$ cat config.mk
export PLATFORM = sky130hd
export DESIGN_NAME = pc_redirect_unit
export DESIGN_NICKNAME = d
export VERILOG_FILES = /design/src/rtl/pc_redirect_unit.sv
export SDC_FILE = /design/constraint.sdc
export NUM_CORES = 1
export LEC_CHECK = 0
export CORE_MARGIN = 4
export CORE_UTILIZATION = 42
export DETAILED_ROUTE_END_ITERATION = 10
export PLACE_DENSITY_LB_ADDON = 0.2
export SLEW_MARGIN = 20
export SYNTH_ARGS = -nofsm -noshare
export SYNTH_HDL_FRONTEND = slang
export SYNTH_SLANG_ARGS = --single-unit
export TNS_END_PERCENT = 20
$ cat constraint.sdc
create_clock -name clk -period 2.49 [get_ports clk]
set_input_delay 0.3735 -clock clk [delete_from_list [all_inputs] [get_ports clk]]
set_output_delay 0.3735 -clock clk [all_outputs]
set_load 0.02 [all_outputs]
$ cat src/rtl/pc_redirect_unit.sv
// Fetch-PC sequencer: it steers PCF between sequential fetch and Execute redirects,
// and holds a redirect that arrives while instruction memory is not ready.
// Optional redirect counter is enabled by defining REDIRECT_CNT_EN.
module pc_redirect_unit #(
    parameter logic [31:0] RESET_PC = 32'h0000_0000
) (
    input  logic        clk,
    input  logic        rst_n,
    input  logic [1:0]  PCSrcE,
    input  logic [31:0] PCTargetE,
    input  logic [31:0] ALUResultE,
    input  logic        StallF,
    input  logic        imemReady,
    output logic [31:0] PCF,
    output logic [31:0] PCPlus4F,
    output logic        imemReq,
    output logic        FlushD,
    output logic        FlushE,
    output logic        redirectPending,
    output logic [31:0] redirectCount
);

    localparam int unsigned XLEN = 32;

    typedef enum logic {
        RUN  = 1'b0,
        PEND = 1'b1
    } state_e;

    state_e            state_q, state_d;
    logic [XLEN-1:0]   pc_q, pc_d;
    logic [XLEN-1:0]   pend_q, pend_d;
    logic              redirect;
    logic [XLEN-1:0]   target;

    // PCSrcE==11 is reserved and falls through as sequential.
    always_comb begin
        redirect = 1'b0;
        target   = PCTargetE;
        case (PCSrcE)
            2'b01: begin
                redirect = 1'b1;
                target   = PCTargetE;
            end
            2'b10: begin
                redirect = 1'b1;
                target   = ALUResultE & ~XLEN'(1);
            end
            default: begin
                redirect = 1'b0;
                target   = PCTargetE;
            end
        endcase
    end

    always_ff @(posedge clk) begin
        if (!rst_n) begin
            state_q <= RUN;
            pc_q    <= RESET_PC;
            pend_q  <= '0;
        end else begin
            state_q <= state_d;
            pc_q    <= pc_d;
            pend_q  <= pend_d;
        end
    end

    // Next-state: a redirect takes priority over stall; a pending one waits only on memory.
    always_comb begin
        state_d = state_q;
        pc_d    = pc_q;
        pend_d  = pend_q;
        case (state_q)
            RUN: begin
                if (redirect) begin
                    if (imemReady) begin
                        pc_d = target;
                    end else begin
                        pend_d  = target;
                        state_d = PEND;
                    end
                end else if (imemReady && !StallF) begin
                    pc_d = pc_q + XLEN'(4);
                end
            end
            PEND: begin
                if (redirect) begin
                    pend_d = target;
                end
                if (imemReady) begin
                    pc_d    = redirect ? target : pend_q;
                    state_d = RUN;
                end
            end
            default: begin
                state_d = RUN;
            end
        endcase
    end

    assign PCF             = pc_q;
    assign PCPlus4F        = pc_q + XLEN'(4);
    assign imemReq         = rst_n;
    assign FlushE          = redirect;
    assign FlushD          = redirect || (state_q == PEND);
    assign redirectPending = (state_q == PEND);

`ifdef REDIRECT_CNT_EN
    logic [XLEN-1:0] cnt_q;

    always_ff @(posedge clk) begin
        if (!rst_n) begin
            cnt_q <= '0;
        end else if (redirect) begin
            cnt_q <= cnt_q + XLEN'(1);
        end
    end

    assign redirectCount = cnt_q;
`else
    assign redirectCount = '0;
`endif

endmodule

==> impl_metrics.ini, run 1 <==
[global_route]
grt_usage_pct = 22.65
grt-ovfl-total = 0
antenna_found_initial = 0
grt_pass1_wl_um = 23220
first_global_vias = 4539
grt_max_degree = 43

[synthesis]
ys_seq_area_share_pct = 28.95
netlist.area_leader.share_pct = 28.95
async_reset_ff_share_pct = 0
synth_edf_count = 0
synthTopCellsByArea = dfxtp_1, mux2i_1, o211a_1
ys_ff_latch = 65
synth_area_mm2 = 0.004496
yosysUniqueCellTypes = 62
syn_area_per_cell_um2 = 8.219
syn_inst = 547
ys_warn_count = 0
synth_top_cell_by_area = dfxtp_1
ys_dominant_reg_cell = dfxtp_1

[timing]
finalHoldViolations = 0
finalWorstSetupSlack_ns = 0.04336
fin_worst_skew_ns = 0.007675
timing.final.crit_share_pct = 98.26
report.final.slew_viol_count = 0
period_needed_ns = 2.447
rsz0062_at_grt = true
fin_setup_tns_ns = 0
clock.fmax_mhz = 408.7
setup_viol = 0

[floorplan]
core-area_mm2 = 0.01037
die_y_um = 111.5
rows = 37
ioPinCount = 170
die_w_um = 111.5
start_util_pct = 43.35
die_area_mm2 = 0.01242

[layout]
diodes = 0
fin_nets = 819
area_growth_pct = 49.37
drive_gt1_share_pct = 22.64
final_cells = 887
post-route-util_pct = 64.76

[clock_network]
path_clk_slew_ns = 0.07
cts_buffers = 9
clk_path_buf_depth = 2
root_buffer = clkbuf_8
cts_tree = built
ctsHtreeMaxLevel = 3
cts.sinks = 65
clk_latency_ns = 0.35
holdBufCountCts = 0

[detailed_routing]
via_per_inst = 5.459
wl_per_cell_um = 16.42
ant_nets = 0
wirelength_um = 14560
drt_first_pass_iters = 7
drc = 0
drtIter0Drc = 320
vias = 4842

[power_and_ir_drop]
p_leak_nw = 3.103
peakVddDrop_mv = 0.2718
p_total_w = 0.003379
power_density_mw_per_mm2 = 503.2

[worst_setup_path]
start_kind = input port
slowest_stage = clkdlybuf4s50_1
path_class = in -> out
startpoint = PCSrcE[0]
r2r_cells = 9
cp-endpoint = FlushE
cp_max_fo = 38
crit_family = buffers and inverters
end_kind = primary output
r2r-end = PCF[28]
cp_cell_sequence = clkdlybuf4s50_1 > inv_1 > ha_2 > buf_8 > inv_1 > clkdlybuf4s50_1
path_buf_inv = 5
worstReg2RegStart = PCF[2]
crit_required_ns = 2.12
max_stage_delay_ns = 0.55
arrival_ns = 2.07
regToRegSetupSlack_ns = 0.35
cp_num_cells = 6

[placement]
port_buffers = 136
dp.cells = 867
dpl.hpwl_um = 11340
place_congestion = 0.9504
post-place-ws_ns = -0.08798

[status]
status = finished, final reports clean

[hold_path]
min_path_type = in -> reg

[job]
drv_cap = 0
==> Yosys cell counts, drive strengths merged, types with 2 or more instances <==
cell and number:
nand2 69, dfxtp 65, buf 53, mux2i 32, nor2 31, o211a 31
clkbuf 25, o21ai 21, nand3 20, a21oi 18, a31oi 17, xnor2 17
nor2b 14, xor2 11, and3 10, a211oi 8, nor3 8, a22o 7
inv 7, nand4 7, and2 5, nand3b 5, o211ai 5, o22ai 5
o2bb2ai 5, o311a 4, o311ai 4, o31a 4, a21boi 3, a32o 3
and4 3, mux2 3, nor4 3, o31ai 3, or3 3, ha 2
o32ai 2, o41ai 2
==> layout make-up <==
class / instances / area [um2]
Multi-Input combinational cell: 428 / 2902
Fill cell: 918 / 3655
Inverter: 7 / 26.28
Sequential cell: 65 / 1305
Clock buffer: 9 / 123.9
Clock inverter: 6 / 92.59
Tap cell: 136 / 170.2
Timing Repair Buffer: 236 / 2096
==> routing by layer <==
layer,wire (um),share of wire (%),track usage (%)
met5,0,0,0
met4,231,1.6,6.083
met3,1022,7.0,4.130
met2,6680,46,36.55
met1,6629,46,31.18
==> logic make-up (layout without fill, tap and decap cells) <==
group / Yosys count / count (layout) / share of synthesized area, %
AO/OA/AOI/OAI: 151 / 151 / 25.61
XOR/XNOR: 28 / 28 / 5.455
adder cells (fa/ha/maj): 2 / 2 / 0.5565
buffers and inverters: 85 / 258 / 10.66
flip-flops: 65 / 65 / 28.95
multiplexers: 35 / 35 / 7.876
other: 1 / 32 / 0.08342
AND/OR/NAND/NOR: 180 / 180 / 20.82
==> placed cells by master, fill, tap and decap left out, drive strengths merged, types with 4 or more instances in the layout <==
cell type      instances
nor2                  31
a21oi                 18
o21ai                 21
clkbuf                17
a211oi                 8
clkdlybuf4s50        108
xnor2                 17
o22ai                  5
nand3                 20
nand2                 69
a22o                   7
o211ai                 5
conb                  32
o211a                 31
mux2i                 32
inv                    8
o311ai                 4
o31a                   4
o2bb2ai                5
o311a                  4
dfxtp                 65
nand4                  7
and3                  10
nand3b                 5
nor3                   8
and2                   5
nor2b                 14
xor2                  11
a31oi                 17
buf                  112
==> how the worst min path moves through the flow <==
stage	from	end	slack [ns]	cells after the start
2_1_floorplan	pend_q[4]	pend_q[4]	0.46	1
3_3_place_gp	pend_q[4]	pend_q[4]	0.47	1
3_5_place_dp	pend_q[4]	pend_q[4]	0.48	1
4_1_cts	rst_n	PCF[29]	0.48	3
5_1_grt	pend_q[3]	pend_q[3]	0.52	1
6_report	rst_n	PCF[29]	0.50	3
==> report_power, final <==
group	switching, W	internal [W]	leakage, nW	total [W]
registers	0.0000711	0.00114	0.536	0.00121
logic	0.000613	0.000551	2.47	0.00116
clock network	0.000444	0.000563	0.102	0.00101
==> timing repair <==
action | in CTS | in global routing
endpoints found under the hold margin | 0 | 0
pin swaps | 3 | 6
buffers inserted | 3 | 2
endpoints found under the setup margin | 25 | 24
gates resized for setup | 64 | 44
==> through the flow <==
| stage | hold WS, ns | cell area (um2) |
|---|---|---|
| floorplan | 0.4634 | 4612 |
| finish | 0.4964 | 6715 |
| detailed placement | 0.4832 | 6462 |
| global placement | 0.4714 | 6462 |
| CTS | 0.4811 | 6713 |
| global route | 0.5223 | 6715 |
==> tightest hold or removal path, delay by kind of cell <==
kind                   cells  cell delay, ns
buffers and inverters      1            0.11
AOI/OAI and AO/OA          2            0.32
==> sequential cells by signal, summed over array words and instances, names as in the netlist <==
register / flops
PCF: 32
pend_q: 32
redirectPending: 1
Power figures use the tool's default switching activity.
==> run 2, diff against run 1 <==
Settings changed: CTS_CLUSTER_SIZE from default to 16, SLEW_MARGIN 20 to default.
==> results of run 2 <==
The final DEF is identical to that of run 1; final timing and power are the same.
